$ cat src/rtl/mdio_controller_if.sv
// Signal bundle between the host/receiver side and the MDIO station controller.
interface mdio_controller_if;
  localparam int unsigned WORD_W = 32;
  localparam int unsigned RD_W   = 16;

  logic              mdio_start;
  logic [WORD_W-1:0] t_data;
  logic              mdio_in;
  logic              mdc;
  logic              mdio_oe;
  logic              mdio_out;
  logic [RD_W-1:0]   rd_data;
  logic              data_rdy;
  logic              busy;

  // Host and receiver side: issues transactions, returns read bits.
  modport master (
    output mdio_start, t_data, mdio_in,
    input  mdc, mdio_oe, mdio_out, rd_data, data_rdy, busy
  );

  // Controller side.
  modport slave (
    input  mdio_start, t_data, mdio_in,
    output mdc, mdio_oe, mdio_out, rd_data, data_rdy, busy
  );
endinterface

$ cat src/rtl/mdio_controller.sv
// MDIO station controller: serialises a 32-bit frame with a generated MDC
// and, for reads, turns the line around and shifts in 16 data bits.
module mdio_controller #(
  parameter int unsigned DIV = 1
) (
  input  logic             clk,
  input  logic             rst,
  mdio_controller_if.slave bus
);
  localparam int unsigned DIV_W  = $clog2(DIV) + 1;
  localparam int unsigned BIT_W  = 5;
  localparam int unsigned WORD_W = 32;
  localparam int unsigned RD_W   = 16;
  localparam logic [1:0]  OP_RD  = 2'b10;

  typedef enum logic [1:0] {IDLE, WRITE, READ_DRV, READ_SMP} state_t;

  state_t            state_q, state_d;
  logic [DIV_W-1:0]  div_q, div_d;
  logic [BIT_W-1:0]  bit_q, bit_d, bit_inc;
  logic [WORD_W-1:0] word_q, word_d;
  logic [RD_W-1:0]   shift_q, shift_d;
  logic [RD_W-1:0]   rd_q, rd_d;
  logic              mdc_q, mdc_d;
  logic              oe_q, oe_d;
  logic              out_q, out_d;
  logic              rdy_q, rdy_d;
  logic              busy_q, busy_d;
  logic              tick;

  // State and output registers.
  always_ff @(posedge clk) begin
    if (rst) begin
      state_q <= IDLE;
      div_q   <= '0;
      bit_q   <= '0;
      word_q  <= '0;
      shift_q <= '0;
      rd_q    <= '0;
      mdc_q   <= 1'b0;
      oe_q    <= 1'b0;
      out_q   <= 1'b0;
      rdy_q   <= 1'b0;
      busy_q  <= 1'b0;
    end else begin
      state_q <= state_d;
      div_q   <= div_d;
      bit_q   <= bit_d;
      word_q  <= word_d;
      shift_q <= shift_d;
      rd_q    <= rd_d;
      mdc_q   <= mdc_d;
      oe_q    <= oe_d;
      out_q   <= out_d;
      rdy_q   <= rdy_d;
      busy_q  <= busy_d;
    end
  end

  // Next-state and output logic; every MDC half-period ends on a tick.
  always_comb begin
    state_d = state_q;
    div_d   = div_q;
    bit_d   = bit_q;
    word_d  = word_q;
    shift_d = shift_q;
    rd_d    = rd_q;
    mdc_d   = mdc_q;
    oe_d    = oe_q;
    out_d   = out_q;
    rdy_d   = 1'b0;
    busy_d  = busy_q;
    tick    = (div_q == DIV_W'(DIV - 1));
    bit_inc = bit_q + BIT_W'(1);

    case (state_q)
      IDLE: begin
        if (bus.mdio_start) begin
          word_d  = bus.t_data;
          busy_d  = 1'b1;
          oe_d    = 1'b1;
          out_d   = bus.t_data[WORD_W-1];
          mdc_d   = 1'b0;
          div_d   = '0;
          bit_d   = '0;
          shift_d = '0;
          state_d = (bus.t_data[29:28] == OP_RD) ? READ_DRV : WRITE;
        end
      end
      default: begin
        if (!tick) begin
          div_d = div_q + DIV_W'(1);
        end else begin
          div_d = '0;
          mdc_d = ~mdc_q;
          if (!mdc_q) begin
            // Rising MDC: the receiver's bit is valid now.
            if (state_q == READ_SMP) shift_d = {shift_q[RD_W-2:0], bus.mdio_in};
          end else if (bit_q == BIT_W'(WORD_W - 1)) begin
            state_d = IDLE;
            mdc_d   = 1'b0;
            oe_d    = 1'b0;
            out_d   = 1'b0;
            busy_d  = 1'b0;
            bit_d   = '0;
            if (state_q == READ_SMP) begin
              rd_d  = shift_q;
              rdy_d = 1'b1;
            end
          end else begin
            // Falling MDC opens the next bit cycle; 31-k is the bitwise inverse of k.
            bit_d = bit_inc;
            if (state_q == READ_DRV && bit_inc == BIT_W'(RD_W)) begin
              oe_d    = 1'b0;
              out_d   = 1'b0;
              state_d = READ_SMP;
            end else if (state_q != READ_SMP) begin
              out_d = word_q[~bit_inc];
            end
          end
        end
      end
    endcase
  end

  assign bus.mdc      = mdc_q;
  assign bus.mdio_oe  = oe_q;
  assign bus.mdio_out = out_q;
  assign bus.rd_data  = rd_q;
  assign bus.data_rdy = rdy_q;
  assign bus.busy     = busy_q;
endmodule

$ cat src/flat_wrapper.sv
// flat-port wrapper written by rule: the top's interface ports become plain ports
module mdio_controller_flat 
#(
  parameter int unsigned DIV = 1
)
  (clk, rst, bus_mdio_start, bus_t_data, bus_mdio_in, bus_mdc, bus_mdio_oe, bus_mdio_out, bus_rd_data, bus_data_rdy, bus_busy);
  mdio_controller_if bus_i ();
  input  logic clk;
  input  logic rst;
  input wire logic [$bits(bus_i.mdio_start)-1:0] bus_mdio_start;
  input wire logic [$bits(bus_i.t_data)-1:0] bus_t_data;
  input wire logic [$bits(bus_i.mdio_in)-1:0] bus_mdio_in;
  output wire logic [$bits(bus_i.mdc)-1:0] bus_mdc;
  output wire logic [$bits(bus_i.mdio_oe)-1:0] bus_mdio_oe;
  output wire logic [$bits(bus_i.mdio_out)-1:0] bus_mdio_out;
  output wire logic [$bits(bus_i.rd_data)-1:0] bus_rd_data;
  output wire logic [$bits(bus_i.data_rdy)-1:0] bus_data_rdy;
  output wire logic [$bits(bus_i.busy)-1:0] bus_busy;
  assign bus_i.mdio_start = bus_mdio_start;
  assign bus_i.t_data = bus_t_data;
  assign bus_i.mdio_in = bus_mdio_in;
  assign bus_mdc = bus_i.mdc;
  assign bus_mdio_oe = bus_i.mdio_oe;
  assign bus_mdio_out = bus_i.mdio_out;
  assign bus_rd_data = bus_i.rd_data;
  assign bus_data_rdy = bus_i.data_rdy;
  assign bus_busy = bus_i.busy;
  mdio_controller #(.DIV(DIV)) u_core (.clk(clk), .rst(rst), .bus(bus_i));
endmodule
$ cat config.mk
export PLATFORM = sky130hd
export DESIGN_NAME = mdio_controller_flat
export DESIGN_NICKNAME = d
export VERILOG_FILES = /design/src/rtl/mdio_controller_if.sv /design/src/rtl/mdio_controller.sv /design/src/flat_wrapper.sv
export SDC_FILE = /design/constraint.sdc
export NUM_CORES = 1
export LEC_CHECK = 0
export CAP_MARGIN = 20
export CORE_ASPECT_RATIO = 1.4
export CORE_UTILIZATION = 43
export CTS_CLUSTER_DIAMETER = 40
export DETAILED_ROUTE_END_ITERATION = 10
export GPL_ROUTABILITY_DRIVEN = 0
export PLACE_DENSITY = 0.68
export REMOVE_ABC_BUFFERS = 1
export SYNTH_ARGS = -nofsm -noshare
export SYNTH_HDL_FRONTEND = slang
export SYNTH_SLANG_ARGS = --single-unit
export TNS_END_PERCENT = 100
$ cat constraint.sdc
create_clock -name clk -period 2.4 [get_ports clk]
set_clock_uncertainty 0.15 [all_clocks]
set_input_delay 0.48 -clock clk [delete_from_list [all_inputs] [get_ports clk]]
set_output_delay 0.48 -clock clk [all_outputs]
set_load 0.005 [all_outputs]
# --- After elaboration in Yosys (flattened, before gate mapping) ---
# Cells that the tools add are included.
op_classes:
  add_sub_neg: 2
  mul: 0
  n_div: 0
  order_cmp: 1
  n_eq_ne: 9
  n_shift: 0
  mux: 44
  bitwise_logic: 5
  reduce_logical: 16
op_table:
  columns: ["op", "count"]
  rows:
  - ["$mux W16", 5]
  - ["$mux W1", 26]
  - ["$mux W5", 5]
  - ["$reduce_and A4 Y1", 4]
  - ["$mux W2", 7]
  - ["$eq A5 B5 Y1 const B", 2]
  - ["$ne A2 B2 Y1 const B", 4]
  - ["$eq A2 B2 Y1 const B", 3]
  - ["$lt A5 B6 Y1 const B", 1]
  - ["$reduce_bool A2 Y1", 3]
  - ["$add A5 B1 Y5 const B", 1]
  - ["$bmux W1 S5", 1]
  - ["$not A5 Y5", 1]
  - ["$reduce_and A5 Y1", 1]
  - ["$reduce_or A5 Y1", 1]
  - ["$not A1 Y1", 4]
  - ["$reduce_and A2 Y1", 2]
  - ["$reduce_bool A4 Y1", 1]
  - ["$reduce_and A3 Y1", 1]
  - ["$reduce_bool A3 Y1", 1]
  - ["$logic_not A2 Y1", 1]
  - ["$add A1 B1 Y1 const B", 1]
  - ["$logic_and A1 B1 Y1", 1]
totals:
  ff_bits: 77
  latch_bits: 0
  mem_bits_rw: 0
  rom_bits: 0
  inputBits: 36
  output_inout_bits: 21
  elab_cells: 88
  n_memories: 0

# --- Logic depth before layout (Yosys ltp) ---
# Gate-level depths: netlist of the first run.
logic_depth:
  ltp_word: 10
  ltp_mapped: 11
  mapped_depth_nobuf: 9

# --- Worst setup path before layout of the first run ---
# OpenSTA, ideal clock, no wires.
synth_timing:
  path_kind: "register to register"
  start: "register u_core.bit_q[1]"
  end: "register u_core.state_q[0]"
  arrival_time_ns: 2.316
  required_time_ns: 2.180
  setup_slack_ns: -0.136
  stages_incl_launch_ff: 11
  path_cell_list: "dfxtp_1 > ha_1 > buf_2 > nand3_1 > inv_1 > ha_1 > clkbuf_1 > nor2_1 > a21boi_2 > or4_1 > a21oi_1"
synth_between:
  elab_chain_cells: 5
  elab_cells_between_ends: 10
  cone_classes: "1 x add/sub; 2 x eq/ne; 4 x mux; 3 x reduce/logical"
synth_rtl:
  columns: ["element", "line", "rtl"]
  rows:
  - ["start, declared", "mdio_controller.sv:20", "logic [BIT_W-1:0] bit_q, bit_d, bit_inc;"]
  - ["start signal, assigned", "mdio_controller.sv:48", "bit_q <= bit_d;"]
  - ["$add A5 B1 Y5 / $eq A5 B5 Y1 (equally long branches)", "mdio_controller.sv:74, mdio_controller.sv:99", null]
  - ["$eq A5 B5 Y1 / $mux W2 (equally long branches)", "mdio_controller.sv:113, mdio_controller.sv:99", null]
  - ["$logic_and A1 B1 Y1 / $mux W2 (equally long branches)", "mdio_controller.sv:113, mdio_controller.sv:96", null]
  - ["$reduce_bool A3 Y1 (no line) / $mux W2 (equally long branches)", null, null]
  - ["$reduce_and A4 Y1 (no line) / $mux W2 (equally long branches)", null, null]
  - ["end signal, assigned", "mdio_controller.sv:46", "state_q <= state_d;"]
  - ["end, declared", "mdio_controller.sv:18", "state_t state_q, state_d;"]
# Several ways; a longest one is shown, not always the timed one. The select of a mux whose other input is x is not followed.
# A chain may end at the register's enable or synchronous reset.

# --- Worst setup path in the final report of the first run ---
layout_timing:
  start: "register u_core.bit_q[0]"
  end: "register u_core.state_q[0]"
# Same word-level chain as after synthesis.

==> results.json, run 1 <==
{
  "cp-endpoint": "u_core.state_q[0]",
  "holdWs_ns": 0.3029,
  "cts_buffer_depth": 2,
  "synthCells": 406,
  "wl_per_cell_um": 12.83,
  "synth_edf_count": 0,
  "io_pins": 57,
  "grt_pass1_vias": 2766,
  "met2_usage": 0.2908,
  "ys_types": 42,
  "cpPeakStageDelay_ns": 0.49,
  "die_h_um": 106.7,
  "ys_seq_area_frac": 0.4522,
  "clk_latency_ns": 0.35,
  "vias": 3020,
  "synthTopCellsByArea": "dfxtp_1 (45%), nand2_1 (12%), a21oi_1 (8.8%)",
  "start_util": 0.4514,
  "synth_area_per_cell_um2": 8.287,
  "syn_area_um2": 3364,
  "drc": 0,
  "syn_to_final_growth_pct": 27.22,
  "overflow": 0,
  "stdcell_count": 564,
  "antenna_found_initial": 0,
  "ys_top_cells_by_count": "nand2_1 (108), dfxtp_1 (76), a21oi_1 (59)",
  "path_cells": "ha_1 -> nand3_1 -> inv_1 -> ha_4 -> and3_1 -> a21boi_2 -> or4_1 -> a21oi_1",
  "busiest_layer": "met2",
  "grt_usage": 0.1912,
  "finalPower_mw": 3.806,
  "vias_per_cell": 5.355,
  "crit_type": "flop to flop",
  "cts-htree-levels": 3,
  "multiInputGateArea_um2": 1697,
  "status": "finished, final reports clean",
  "slew_headroom": 0.5767,
  "clk_pin_slew_ns": 0.08,
  "fin_crit_sh": 0.9516,
  "wl_um": 7234,
  "first_pass_iters": 4,
  "yosysMostFrequentCell": "nand2_1",
  "min_period_ns": 2.284,
  "insertedDiodeCount": 0,
  "power_density_nw_per_um2": 889.2,
  "die-area_um2": 8187,
  "slew_viol_final": 0,
  "first_iter_violations": 276,
  "rows": 37,
  "hold_violations": 0,
  "cp-start-kind": "flop",
  "cp_top_family": "simple AND/OR/NAND/NOR gates",
  "tightest_slew_ns": 0.6336,
  "reg2reg_slack_ns": 0.12,
  "fmax_mhz": 437.8,
  "required_ns": 2.53,
  "setup_viol": 0,
  "cp_max_fo": 5,
  "critPathSlowestCell": "or4_1",
  "synth_top_area_cell": "dfxtp_1",
  "postCtsSetupBuffers": 0,
  "clock_sinks": 76,
  "regArea_um2": 1521,
  "grt_start_max_net_pins": 75,
  "fp.dieW_um": 76.76,
  "min_path_type": "flop to flop",
  "dp_hpwl_um": 4928,
  "cp_num_cells": 8,
  "cts_tree": "built",
  "maxCapViolations": 0,
  "cp.arrival_ns": 2.41,
  "cts_hold_buf": 0,
  "r2r-end": "u_core.state_q[0]",
  "path_buf_inv": 1,
  "synth_seq_cells": 76,
  "ir_worst_vdd_v": 0.0005572,
  "fin_util": 0.5743,
  "port-buffer-count": 56,
  "async_flop_share": 0,
  "grt_pass1_wl_um": 12500,
  "met3_usage": 0.03489,
  "synth_warnings": 0,
  "tns_ns": 0,
  "synth.top_cell.area_share": 0.4522,
  "endpoint_kind": "flop",
  "place_inst": 547,
  "cts_buffers": 9,
  "core_area_um2": 7453,
  "reg2reg_depth": 8,
  "n_fill_cell": 690,
  "met1_usage": 0.2601,
  "leakagePower_nw": 1.571,
  "synth_flop_cell": "dfxtp_1",
  "cts_root_buffer": "clkbuf_8",
  "worstSetupStartpoint": "u_core.bit_q[0]",
  "final_nets": 504,
  "reg2reg_from": "u_core.bit_q[0]",
  "postRouteAntennaNets": 0,
  "final_layout_size_suffix_gt1_frac": 0.09422
}
==> layout by cell type (no fill, tap or decap), types with 2 or more instances in the layout <==
cell and count:
or4_1 2, nor4_1 4, nand2b_1 4, nand3_1 5
clkbuf_8 9, and2_1 2, nor2_1 28, buf_4 18
nor3_1 9, dfxtp_1 76, o21bai_1 2, mux4_2 3
clkdlybuf4s50_1 55, ha_1 5, mux4_1 6, or3b_2 2
mux2i_1 3, a22oi_1 18, a21oi_1 59, nor3b_1 2
nand2_1 108, inv_1 7, o21ai_0 6, nand4_1 2
and3_1 3, inv_6 3, nor2b_1 5
==> flip-flops by register name (all words and copies together) (netlist names) <==
register             count
u_core.word_q           32
u_core.bus.rd_data      16
u_core.shift_q          16
u_core.bit_q             5
u_core.state_q           2
u_core.bus.busy          1
u_core.bus.data_rdy      1
u_core.bus.mdc           1
u_core.bus.mdio_oe       1
u_core.bus.mdio_out      1
==> metrics by stage <==
stage,cell area (um^2),worst slack (ns)
floorplan,3232,-0.3402
global placement,4056,-0.1002
detailed placement,4056,-0.1335
CTS,4260,0.08087
global route,4280,-0.02238
finish,4280,0.1161
==> routing by layer <==
layer | share of wire | up-vias
li1 | - | 1518
met1 | 0.47 | 1413
met2 | 0.48 | 79
met3 | 0.042 | 10
met4 | 0.016 | 0
met5 | 0 | -
==> cell families after synthesis <==
logic type,after synthesis,share of synthesized area
compound gates,95,0.1692
fa+ha+maj,6,0.02231
buf+inv,37,0.04723
flops,76,0.4522
mux,12,0.07586
simple gates,180,0.2332
==> power by group <==
| group | internal, mW | total (mW) | switching, mW |
|---|---|---|---|
| clock network | 0.497 | 1.01 | 0.512 |
| registers | 1.41 | 1.51 | 0.0926 |
| logic | 0.555 | 1.29 | 0.736 |
==> worst reg2reg max path: stages, from the launching register on <==
cell and delay (ns):
dfxtp_1 0.35, ha_1 0.24, nand3_1 0.17, inv_1 0.10, ha_4 0.29, and3_1 0.19
a21boi_2 0.09, or4_1 0.49, a21oi_1 0.14
==> worst min path at each step <==
stage | start | end | slack (ns) | cells after the start
after floorplan | u_core.word_q[15] | u_core.word_q[15] | 0.28 | 2
after global placement | u_core.word_q[12] | u_core.word_q[12] | 0.29 | 2
after detailed placement | u_core.word_q[2] | u_core.word_q[2] | 0.29 | 2
after CTS | u_core.word_q[13] | u_core.word_q[13] | 0.30 | 2
after global routing | u_core.word_q[15] | u_core.word_q[15] | 0.32 | 2
final | u_core.word_q[13] | u_core.word_q[13] | 0.30 | 2
==> layout make-up <==
class	count	share of cell area
Multi-Input combinational cell	293	0.3964
Sequential cell	76	0.3555
Timing Repair Buffer	75	0.1660
Clock buffer	9	0.02894
Tap cell	97	0.02835
Clock inverter	7	0.01871
Inverter	7	0.006139
==> what timing repair did <==
item | 4_1_cts | 5_1_grt
resized for setup | 0 | 1
hold endpoints to repair | 0 | 0
setup endpoints to repair | 0 | 1
Note: power is estimated with default switching activity, not from simulation.
==> run 2: changes to the inputs <==
--- a/config.mk
+++ b/config.mk
@@ -13,6 +13,7 @@
 export GPL_ROUTABILITY_DRIVEN = 0
 export PLACE_DENSITY = 0.68
 export REMOVE_ABC_BUFFERS = 1
+export SETUP_SLACK_MARGIN = 0.15
 export SYNTH_ARGS = -nofsm -noshare
 export SYNTH_HDL_FRONTEND = slang
 export SYNTH_SLANG_ARGS = --single-unit
==> results.json, run 2 (same netlist as run 1, synthesis figures left out) <==
{
  "die-area_um2": 8187,
  "min_period_ns": 2.176,
  "vias_per_cell": 5.380,
  "rows": 37,
  "cp-start-kind": "flop",
  "fp.dieW_um": 76.76,
  "fin_crit_sh": 0.9066,
  "grt_usage": 0.1912,
  "final_layout_size_suffix_gt1_frac": 0.1052,
  "clk_latency_ns": 0.35,
  "leakagePower_nw": 1.559,
  "power_density_nw_per_um2": 886.9,
  "grt_pass1_wl_um": 12500,
  "cts_buffer_depth": 2,
  "cts_tree": "built",
  "endpoint_kind": "flop",
  "slew_headroom": 0.5455,
  "antenna_found_initial": 0,
  "grt_start_max_net_pins": 75,
  "syn_to_final_growth_pct": 27.71,
  "cpPeakStageDelay_ns": 0.52,
  "clock_sinks": 76,
  "clk_pin_slew_ns": 0.08,
  "largest_reg_flops": 32,
  "dp_hpwl_um": 4928,
  "maxCapViolations": 0,
  "seqPwrFrac": 0.396,
  "clockPowerShare": 0.265,
  "overflow": 0,
  "final_nets": 503,
  "start_util": 0.4514,
  "worstSetupStartpoint": "u_core.bit_q[0]",
  "holdWs_ns": 0.3039,
  "tightest_slew_ns": 0.6812,
  "rsz0062_at_grt": "false",
  "ir_worst_vdd_v": 0.0005668,
  "wl_per_cell_um": 12.94,
  "core_area_um2": 7453,
  "p_int_mw": 2.459,
  "hold_violations": 0,
  "cp.arrival_ns": 2.31,
  "switchingPower_mw": 1.351,
  "vias": 3029,
  "drc": 0,
  "first_pass_iters": 4,
  "path_cells": "ha_2 -> nand3_2 -> inv_1 -> ha_4 -> and3_4 -> a21boi_2 -> or4_1 -> a21oi_2",
  "switching_share": 0.3546,
  "setup_viol": 0,
  "crit_type": "flop to flop",
  "die_h_um": 106.7,
  "min_from": "u_core.word_q[13]",
  "regMostFlops": "u_core.word_q",
  "most-common-layout-cells": "nand2_1 (108), dfxtp_1 (76), a21oi_1 (58)",
  "first_iter_violations": 241,
  "wl_um": 7284,
  "combPwrFrac": 0.339,
  "cp_max_fo": 5,
  "min_path_type": "flop to flop",
  "cp_top_family": "simple AND/OR/NAND/NOR gates",
  "finalPower_mw": 3.811,
  "insertedDiodeCount": 0,
  "cts_buffers": 9,
  "critPathSlowestCell": "or4_1",
  "cts-htree-levels": 3,
  "fmax_mhz": 459.6,
  "cts_root_buffer": "clkbuf_8",
  "required_ns": 2.53,
  "final_common_cell": "nand2_1",
  "slew_viol_final": 0,
  "status": "finished, final reports clean",
  "io_pins": 57,
  "port-buffer-count": 56,
  "grt_pass1_vias": 2768,
  "reg2reg_from": "u_core.bit_q[0]",
  "postRouteAntennaNets": 0,
  "path_buf_inv": 1
}
## run 2: cell types whose count changed in the layout (fill, tap and decap cells not counted)
cell and change:
o21bai_2 +1, nand3_1 -1, mux2i_2 +1, ha_1 -1, a21oi_1 -1, a21oi_2 +1, and3_4 +1, buf_4 -1
o21bai_1 -1, ha_2 +1, nand3_2 +1, and3_1 -1, mux2i_1 -1
## run 2: path summary, 6_finish.rpt
| kind | cells past startpoint | to | slack [ns] |
|---|---|---|---|
| setup / recovery | 8 | u_core.state_q[0] | 0.22 |
| hold / removal | 2 | u_core.word_q[13] | 0.30 |
| setup reg to reg | 8 | u_core.state_q[0] | 0.22 |
| hold reg to reg | 2 | u_core.word_q[13] | 0.30 |
## run 2: cell type report
| cell class | count | area [um^2] |
|---|---|---|
| sequential | 76 | 1521 |
| timing repair buffer | 74 | 703.2 |
| fill | 687 | 3157 |
| tap | 97 | 121.4 |
| multi-input combinational | 293 | 1720 |
| clock buffer | 9 | 123.9 |
| inverter | 7 | 26.28 |
| clock inverter | 7 | 80.08 |
## run 2: metal layers
layer,up-vias,routed length (um),GRT usage
met5,-,0,0
met4,0,148,0.09066
met3,11,324,0.03489
met2,82,3376,0.2921
met1,1419,3434,0.2595
li1,1517,-,-
## run 2: worst register-to-register path, stage by stage (launching register included)
cell,delay (ns)
dfxtp_1,0.35
ha_2,0.22
nand3_2,0.11
inv_1,0.08
ha_4,0.28
and3_4,0.18
a21boi_2,0.07
or4_1,0.52
a21oi_2,0.14
## run 2: repair_timing
item / CTS / global route
hold buffers: 0 / 0
setup buffers: 0 / 0
setup endpoints to repair: 17 / 3
resized for setup: 2 / 6
pin swaps: 0 / 0
## run 2: power by group through the flow
stage | Combinational (mW) | Clock, mW | Sequential, mW
global placement | 1.25 | 0 | 1.53
global route | 1.45 | 1.09 | 1.53
floorplan | 0.769 | 0 | 1.53
detailed placement | 1.26 | 0 | 1.54
CTS | 1.28 | 1.03 | 1.51
finish | 1.29 | 1.01 | 1.51
## run 2: through the flow
stage | std cells | setup slack, ns | cell area [um^2] | util | TNS, ns
after global routing | 563 | 0.1404 | 4297 | 0.5765 | 0
after detailed placement | 547 | -0.1335 | 4056 | 0.5442 | -1.924
after global placement | 547 | -0.1002 | 4056 | 0.5442 | -1.529
after floorplan | 376 | -0.3402 | 3232 | - | -2.391
final | 563 | 0.2241 | 4297 | 0.5765 | 0
after CTS | 563 | 0.1304 | 4269 | 0.5728 | 0
==> run 3: changes to the inputs <==
--- a/config.mk
+++ b/config.mk
@@ -9,6 +9,7 @@
 export CORE_ASPECT_RATIO = 1.4
 export CORE_UTILIZATION = 43
 export CTS_CLUSTER_DIAMETER = 40
+export CTS_CLUSTER_SIZE = 24
 export DETAILED_ROUTE_END_ITERATION = 10
 export GPL_ROUTABILITY_DRIVEN = 0
 export PLACE_DENSITY = 0.68
==> results of run 3 <==
The final DEF is identical to that of run 2; final timing and power are the same.
